--- config.mk ---
export PLATFORM = sky130hd
export DESIGN_NAME = forward_scoreboard_flat
export DESIGN_NICKNAME = d
export VERILOG_FILES = /design/src/rtl/forward_scoreboard_pkg.sv /design/src/rtl/forward_scoreboard_if.sv /design/src/rtl/forward_scoreboard_match.sv /design/src/rtl/forward_scoreboard.sv /design/src/flat_wrapper.sv
export SDC_FILE = /design/constraint.sdc
export NUM_CORES = 1
export LEC_CHECK = 0
export CORE_MARGIN = 5
export CORE_UTILIZATION = 40
export CTS_BUF_LIST = sky130_fd_sc_hd__clkbuf_8
export CTS_CLUSTER_SIZE = 16
export DETAILED_ROUTE_END_ITERATION = 10
export DONT_BUFFER_PORTS = 1
export HOLD_SLACK_MARGIN = 0.06
export PLACE_DENSITY_LB_ADDON = 0.15
export SLEW_MARGIN = 25
export SYNTH_ARGS = -nofsm -noshare
export SYNTH_HDL_FRONTEND = slang
export SYNTH_SLANG_ARGS = --single-unit
--- constraint.sdc ---
create_clock -name clock -period 9 [get_ports clock]
set_clock_uncertainty 0.15 [all_clocks]
set_input_delay 2.7 -clock clock [delete_from_list [all_inputs] [get_ports clock]]
set_output_delay 2.7 -clock clock [all_outputs]
set_load 0.05 [all_outputs]
--- src/rtl/forward_scoreboard_pkg.sv ---
// Shared types for the forwarding scoreboard: register-index width and the
// per-slot producer record.
package forward_scoreboard_pkg;

  localparam int unsigned REG_W       = 5;
  // Slot data storage width; the module's XLEN must not exceed it.
  localparam int unsigned SLOT_DATA_W = 32;

  typedef struct packed {
    logic                   valid;
    logic [REG_W-1:0]       dest;
    logic                   ready;
    logic [SLOT_DATA_W-1:0] data;
  } scoreboardSlot_;

endpackage : forward_scoreboard_pkg

--- src/rtl/forward_scoreboard_if.sv ---
// Issue, late-result, operand-read and forwarding signals of the scoreboard.
interface forward_scoreboard_if #(
  parameter int unsigned NUM_READ = 2,
  parameter int unsigned XLEN     = 32
) ();
  import forward_scoreboard_pkg::*;

  logic                             advance;
  logic                             flush;
  logic                             issueValid;
  logic [REG_W-1:0]                 issueDest;
  logic                             issueReady;
  logic [XLEN-1:0]                  issueData;
  logic                             lateValid;
  logic [REG_W-1:0]                 lateDest;
  logic [XLEN-1:0]                  lateData;
  logic [NUM_READ-1:0][REG_W-1:0]   readRegister;
  logic [NUM_READ-1:0]              forwardEnable;
  logic [NUM_READ-1:0][XLEN-1:0]    forwardData;
  logic                             stall;

  modport master (
    output advance, flush, issueValid, issueDest, issueReady, issueData,
           lateValid, lateDest, lateData, readRegister,
    input  forwardEnable, forwardData, stall
  );

  modport slave (
    input  advance, flush, issueValid, issueDest, issueReady, issueData,
           lateValid, lateDest, lateData, readRegister,
    output forwardEnable, forwardData, stall
  );

endinterface : forward_scoreboard_if

--- src/rtl/forward_scoreboard_match.sv ---
// One read port: pick the youngest in-flight producer of read_reg and decide
// forward / late-forward / stall.
module forward_match
  import forward_scoreboard_pkg::*;
#(
  parameter int unsigned DEPTH      = 3,
  parameter int unsigned LATE_STAGE = 1,
  parameter int unsigned XLEN       = 32
) (
  input  scoreboardSlot_   slots [DEPTH],
  input  logic [REG_W-1:0] read_reg,
  input  logic             late_valid,
  input  logic [REG_W-1:0] late_dest,
  input  logic [XLEN-1:0]  late_data,
  output logic             fwd_en_c,
  output logic [XLEN-1:0]  fwd_data_c,
  output logic             stall_c
);

  logic found;

  // Slot 0 is youngest, so the first hit in ascending order wins.
  always_comb begin
    fwd_en_c   = 1'b0;
    fwd_data_c = '0;
    stall_c    = 1'b0;
    found      = 1'b0;
    if (read_reg != '0) begin
      for (int unsigned i = 0; i < DEPTH; i++) begin
        if (!found && slots[i].valid && (slots[i].dest == read_reg)) begin
          found = 1'b1;
          if (slots[i].ready) begin
            fwd_en_c   = 1'b1;
            fwd_data_c = slots[i].data[XLEN-1:0];
          end else if ((i == LATE_STAGE) && late_valid && (late_dest == read_reg)) begin
            fwd_en_c   = 1'b1;
            fwd_data_c = late_data;
          end else begin
            stall_c = 1'b1;
          end
        end
      end
    end
  end

endmodule : forward_match

--- src/rtl/forward_scoreboard.sv ---
// In-flight producer tracker with zero-latency operand forwarding and
// load-use stall detection.
module forward_scoreboard
  import forward_scoreboard_pkg::*;
#(
  parameter int unsigned NUM_READ   = 2,
  parameter int unsigned DEPTH      = 3,
  parameter int unsigned LATE_STAGE = 1,
  parameter int unsigned XLEN       = 32
) (
  input logic               clock,
  input logic               reset,
  forward_scoreboard_if.slave sb
);

  scoreboardSlot_ slot_q [DEPTH];
  scoreboardSlot_ slot_d [DEPTH];
  scoreboardSlot_ cap    [DEPTH];

  logic [NUM_READ-1:0]            port_stall;
  logic [NUM_READ-1:0]            fwd_en;
  logic [NUM_READ-1:0][XLEN-1:0]  fwd_data;
  logic                           stall_c;

  for (genvar p = 0; p < int'(NUM_READ); p++) begin : g_port
    forward_match #(
      .DEPTH     (DEPTH),
      .LATE_STAGE(LATE_STAGE),
      .XLEN      (XLEN)
    ) u_match (
      .slots     (slot_q),
      .read_reg  (sb.readRegister[p]),
      .late_valid(sb.lateValid),
      .late_dest (sb.lateDest),
      .late_data (sb.lateData),
      .fwd_en_c  (fwd_en[p]),
      .fwd_data_c(fwd_data[p]),
      .stall_c   (port_stall[p])
    );
  end

  assign stall_c          = |port_stall;
  assign sb.stall         = stall_c;
  assign sb.forwardEnable = fwd_en;
  assign sb.forwardData   = fwd_data;

  // Late capture first, then shift, so a capture during advance lands one slot older.
  always_comb begin
    cap = slot_q;
    if (sb.lateValid && cap[LATE_STAGE].valid && !cap[LATE_STAGE].ready &&
        (cap[LATE_STAGE].dest == sb.lateDest)) begin
      cap[LATE_STAGE].ready = 1'b1;
      cap[LATE_STAGE].data  = SLOT_DATA_W'(sb.lateData);
    end
    slot_d = cap;
    if (sb.advance) begin
      for (int unsigned i = DEPTH - 1; i > 0; i--) begin
        slot_d[i] = cap[i-1];
      end
      slot_d[0] = '0;
      if (sb.issueValid && !stall_c && (sb.issueDest != '0)) begin
        slot_d[0].valid = 1'b1;
        slot_d[0].dest  = sb.issueDest;
        slot_d[0].ready = sb.issueReady;
        slot_d[0].data  = sb.issueReady ? SLOT_DATA_W'(sb.issueData) : '0;
      end
    end
    if (sb.flush) begin
      for (int unsigned i = 0; i < DEPTH; i++) begin
        slot_d[i].valid = 1'b0;
      end
    end
  end

  always_ff @(posedge clock) begin
    if (reset) begin
      for (int unsigned i = 0; i < DEPTH; i++) begin
        slot_q[i] <= '0;
      end
    end else begin
      slot_q <= slot_d;
    end
  end

endmodule : forward_scoreboard

--- src/flat_wrapper.sv ---
// flat-port wrapper written by rule: the top's interface ports become plain ports
module forward_scoreboard_flat import forward_scoreboard_pkg::*;
#(
  parameter int unsigned NUM_READ   = 2,
  parameter int unsigned DEPTH      = 3,
  parameter int unsigned LATE_STAGE = 1,
  parameter int unsigned XLEN       = 32
)
  (clock, reset, sb_advance, sb_flush, sb_issueValid, sb_issueDest, sb_issueReady, sb_issueData, sb_lateValid, sb_lateDest, sb_lateData, sb_readRegister, sb_forwardEnable, sb_forwardData, sb_stall);
  forward_scoreboard_if #(.NUM_READ(NUM_READ), .XLEN(XLEN)) sb_i ();
  input logic clock;
  input logic reset;
  input wire logic [$bits(sb_i.advance)-1:0] sb_advance;
  input wire logic [$bits(sb_i.flush)-1:0] sb_flush;
  input wire logic [$bits(sb_i.issueValid)-1:0] sb_issueValid;
  input wire logic [$bits(sb_i.issueDest)-1:0] sb_issueDest;
  input wire logic [$bits(sb_i.issueReady)-1:0] sb_issueReady;
  input wire logic [$bits(sb_i.issueData)-1:0] sb_issueData;
  input wire logic [$bits(sb_i.lateValid)-1:0] sb_lateValid;
  input wire logic [$bits(sb_i.lateDest)-1:0] sb_lateDest;
  input wire logic [$bits(sb_i.lateData)-1:0] sb_lateData;
  input wire logic [$bits(sb_i.readRegister)-1:0] sb_readRegister;
  output wire logic [$bits(sb_i.forwardEnable)-1:0] sb_forwardEnable;
  output wire logic [$bits(sb_i.forwardData)-1:0] sb_forwardData;
  output wire logic [$bits(sb_i.stall)-1:0] sb_stall;
  assign sb_i.advance = sb_advance;
  assign sb_i.flush = sb_flush;
  assign sb_i.issueValid = sb_issueValid;
  assign sb_i.issueDest = sb_issueDest;
  assign sb_i.issueReady = sb_issueReady;
  assign sb_i.issueData = sb_issueData;
  assign sb_i.lateValid = sb_lateValid;
  assign sb_i.lateDest = sb_lateDest;
  assign sb_i.lateData = sb_lateData;
  assign sb_i.readRegister = sb_readRegister;
  assign sb_forwardEnable = sb_i.forwardEnable;
  assign sb_forwardData = sb_i.forwardData;
  assign sb_stall = sb_i.stall;
  forward_scoreboard #(.NUM_READ(NUM_READ), .DEPTH(DEPTH), .LATE_STAGE(LATE_STAGE), .XLEN(XLEN)) u_core (.clock(clock), .reset(reset), .sb(sb_i));
endmodule
==> results summary <==
The share of the synthesized area in the top cell type came out at 36.3%. The library cell with the largest summed area after synthesis is sky130_fd_sc_hd__dfxtp_1. The synthesized area per cell came out at 8.53 sq um. In this run, post-CTS repair resized a total of 0 instances.

In this run the cell area of the synthesized design comes to 0.00645 sq mm. Counting distinct cell types in the post-synthesis netlist gives 41. The worst setup path is captured at a primary output.

Setup violations remaining at the end of the flow were counted as 0. The final hold slack came out at 0.350 ns. After synthesis the netlist holds a flip-flop and latch count of 117. The accumulated negative setup slack came out at 0 ns. The via count of the first global-routing pass is 5,754. At the worst endpoint, the arrival time is 4.91 ns. For the finished layout, the period the worst path requires is 7.76 ns.

In the finished design, the share of the clock period the worst path needs comes to 86.2%. The post-synthesis async set-or-reset flop share came out at 0%. The largest fanout of any net on the critical path came out at 17. Traced cell by cell, the critical path runs through xnor2_1 -> nand4_1 -> nor3_2 -> and2_1 -> buf_4 -> a222oi_1 -> nor2_1 -> buf_4. TritonCTS built the clock tree. The routed layout has approximately 5,900 vias. Hold repair after CTS inserted 0 buffers. Sorting the synthesized cells by area gives the leading types as sky130_fd_sc_hd__dfxtp_1 (36%), sky130_fd_sc_hd__nor2_1 (8.7%), sky130_fd_sc_hd__mux2i_1 (6.8%), sky130_fd_sc_hd__mux2_2 (5.6%), sky130_fd_sc_hd__a21oi_1 (5.1%).

Buffers added to address setup during post-CTS repair amount to 0. The required time of the critical path is 6.15 ns. Setup repair after global routing left no endpoint under its margin. The flow ran to the end, and the final reports show no timing, DRC or antenna violations.

Across the VDD grid, the largest voltage drop is roughly 0.081 mV. The worst path meets setup with 1.24 ns of slack. The global route total overflow came out at 0.

The highest clock rate is 129 MHz. The number of DRC markers in iteration 0 is between 400 and 500. The area inside the core boundary is 0.0158 sq mm. The largest net degree at the start of global routing is 148. The number of diodes added for antenna fixing came out at 0. After detailed routing, the number of vias per cell comes to approximately 6. The number of design rule violations left after detail routing is 0.

The delay of the slowest cell on the worst path came out at ~0.67 ns. The final layout contains routed wiring with a total length of between 20,000 and 25,000 microns. The kind of launch point of the worst setup path is an input port. The initial utilization of the core area, before any placement, comes to roughly 41%.

The power per standard cell area came out at approximately 150 mW/mm^2. The die outline width came out at 137 microns. The worst hold path belongs to the class reg2reg. Counting stages on the worst path, the most repeated cell is sky130_fd_sc_hd__buf_4. The most frequent cell after synthesis is sky130_fd_sc_hd__nor2_1. The number of detailed-routing iterations run before antenna repair is 6.

The deepest clock path buffer count is 2. The tightest slew margin relative to the limit is 40.8%. For this design, the slowest cell found on the critical path is sky130_fd_sc_hd__and2_1.

The tree built by TritonCTS fans out to 117 sinks. The total nets after synthesis came out at 847. The tool flagged a number of max-cap violations equal to 0.

The number of buffers created by CTS is 17. The insertion delay of the later-clocked pin in the worst-skew pair is 0.43 ns. The global-route wire length before repair came out at 31,600 microns.

The final number of hold-violating endpoints came out at 0. The total global-route track usage came out at 21.5%. The count of buffers added on input and output ports is 0. The full die area is 0.0188 sq mm. The cell total after placement is 969.

The number of antenna violations at the first check in global routing is 0. The count of flip-flops with a built-in enable after synthesis came out at 0. The slew at the pin closest to its max-slew limit is 0.887 ns.

The post-place setup slack came out at 1.20 ns. During synthesis, Yosys emitted a total of 0 warnings. In the synthesized netlist, the cells that appear most often are sky130_fd_sc_hd__nor2_1 (149), sky130_fd_sc_hd__dfxtp_1 (117), sky130_fd_sc_hd__a21oi_1 (66), sky130_fd_sc_hd__clkbuf_1 (51), sky130_fd_sc_hd__mux2i_1 (44). The antenna violation net count after detailed routing is 0.

Clock-pin slew was measured on the worst setup and hold paths at 0.06 ns. The die height is 137 microns. The leakage power came out at 3.02 nW. The root buffer cell is sky130_fd_sc_hd__clkbuf_8.

After layout, the design draws a total of 0.00112 W. After floorplanning, the core was divided into 46 placement rows. The count of boundary I/O pins is 158. The number of H-tree levels came out at 4. The routability congestion estimate is 0.868. The most common flop cell mapped by yosys is sky130_fd_sc_hd__dfxtp_1. The fraction of layout instances using a drive strength above 1 is about a fifth. From synthesis to final layout, the design area changed by 15.4%. The half-perimeter wire length after placement came out at roughly 13,000 microns.

The average wire length per cell after detail routing came out at 20.4 microns. The final count of pins violating max slew is 0. The post-layout instance count excluding filler cells came out at 1,001. The final net count came out at 864. Of the synthesized area, sequential elements account for between 30 and 40%. After technology mapping, the gate count stands at 756. By startpoint and endpoint, the worst setup path is classified as in2out.
-- critical path: cells and delay by family --
family	cells	cell delay (ns)
compound gates	1	0.14
xor+xnor	1	0.12
buf+inv	2	0.58
simple gates	4	1.36
-- sequential cells by signal, indices dropped and copies added (netlist names) --
signal and cells:
u_core.cap 84, u_core.slot_q 33
-- routing by layer --
metal | up-vias | track usage [%] | share of wire [%]
met5 | - | 0 | 0
met4 | 0 | 5.27 | 0.91
met3 | 16 | 6.95 | 8.5
met2 | 250 | 36.2 | 48
met1 | 2843 | 26.5 | 42
li1 | 2789 | - | -
-- cell families after synthesis --
group           share of synthesized area, %
simple gates                            15.6
mux                                     12.4
compound gates                          23.6
buf+inv                                 5.94
flops                                   36.3
xor+xnor                                6.11
-- layout by cell type (no fill, tap or decap), types with 2 or more instances in the layout --
| cell type | Yosys | routed |
|---|---|---|
| sky130_fd_sc_hd__nor2_1 | 149 | 147 |
| sky130_fd_sc_hd__dfxtp_1 | 117 | 116 |
| sky130_fd_sc_hd__buf_4 | 2 | 79 |
| sky130_fd_sc_hd__a21oi_1 | 66 | 66 |
| sky130_fd_sc_hd__mux2i_1 | 44 | 44 |
| sky130_fd_sc_hd__a22o_1 | 37 | 37 |
| sky130_fd_sc_hd__nand2_1 | 35 | 35 |
| sky130_fd_sc_hd__a211oi_1 | 33 | 33 |
| sky130_fd_sc_hd__mux2_2 | 32 | 32 |
| sky130_fd_sc_hd__a22oi_1 | 32 | 32 |
| sky130_fd_sc_hd__a222oi_1 | 32 | 32 |
| sky130_fd_sc_hd__xnor2_1 | 24 | 24 |
| sky130_fd_sc_hd__xor2_1 | 21 | 21 |
| sky130_fd_sc_hd__clkbuf_8 | 0 | 21 |
| sky130_fd_sc_hd__nor3_1 | 13 | 12 |
| sky130_fd_sc_hd__nand4_1 | 5 | 5 |
| sky130_fd_sc_hd__nor3_2 | 3 | 4 |
| sky130_fd_sc_hd__inv_1 | 3 | 4 |
| sky130_fd_sc_hd__clkinv_2 | 0 | 4 |
| sky130_fd_sc_hd__nand2b_1 | 3 | 3 |
| sky130_fd_sc_hd__nand3_1 | 3 | 3 |
| sky130_fd_sc_hd__nor2_4 | 0 | 3 |
| sky130_fd_sc_hd__bufinv_16 | 0 | 3 |
| sky130_fd_sc_hd__or4_1 | 3 | 2 |
| sky130_fd_sc_hd__nor4_4 | 1 | 2 |
| sky130_fd_sc_hd__clkinvlp_4 | 0 | 2 |
-- final cells by class --
cell class,count,area (sq um)
Inverter,3,11.3
Fill cell,1529,8390
Sequential cell,117,2350
Multi-Input combinational cell,554,3770
Tap cell,216,270
Timing Repair Buffer,80,621
Clock inverter,10,129
Clock buffer,21,289
-- worst paths after layout --
kind,startpoint,endpoint,slack [ns],cells past startpoint
worst max register to register,u_core.cap[115],u_core.cap[92],5.82,8
worst min-delay path,u_core.cap[12],u_core.cap[12],0.35,2
worst min register to register,u_core.cap[12],u_core.cap[12],0.35,2
worst max-delay path,sb_readRegister[5],sb_forwardData[47],1.24,8
-- report_power, final --
part	internal (W)	leakage, nW	switching, W
registers	0.000532	0.952	0.0000153
clock network	0.000299	0.215	0.000216
logic	0.0000334	1.85	0.0000274
-- metrics by stage --
stage	instance area, sq um	utilization [%]
after CTS	7410	46.8
after global placement	6990	44.2
after global routing	7440	47.0
after detailed placement	6990	44.2
final	7440	47.0
after floorplan	6450	-
Note: power is estimated with default switching activity, not from simulation.
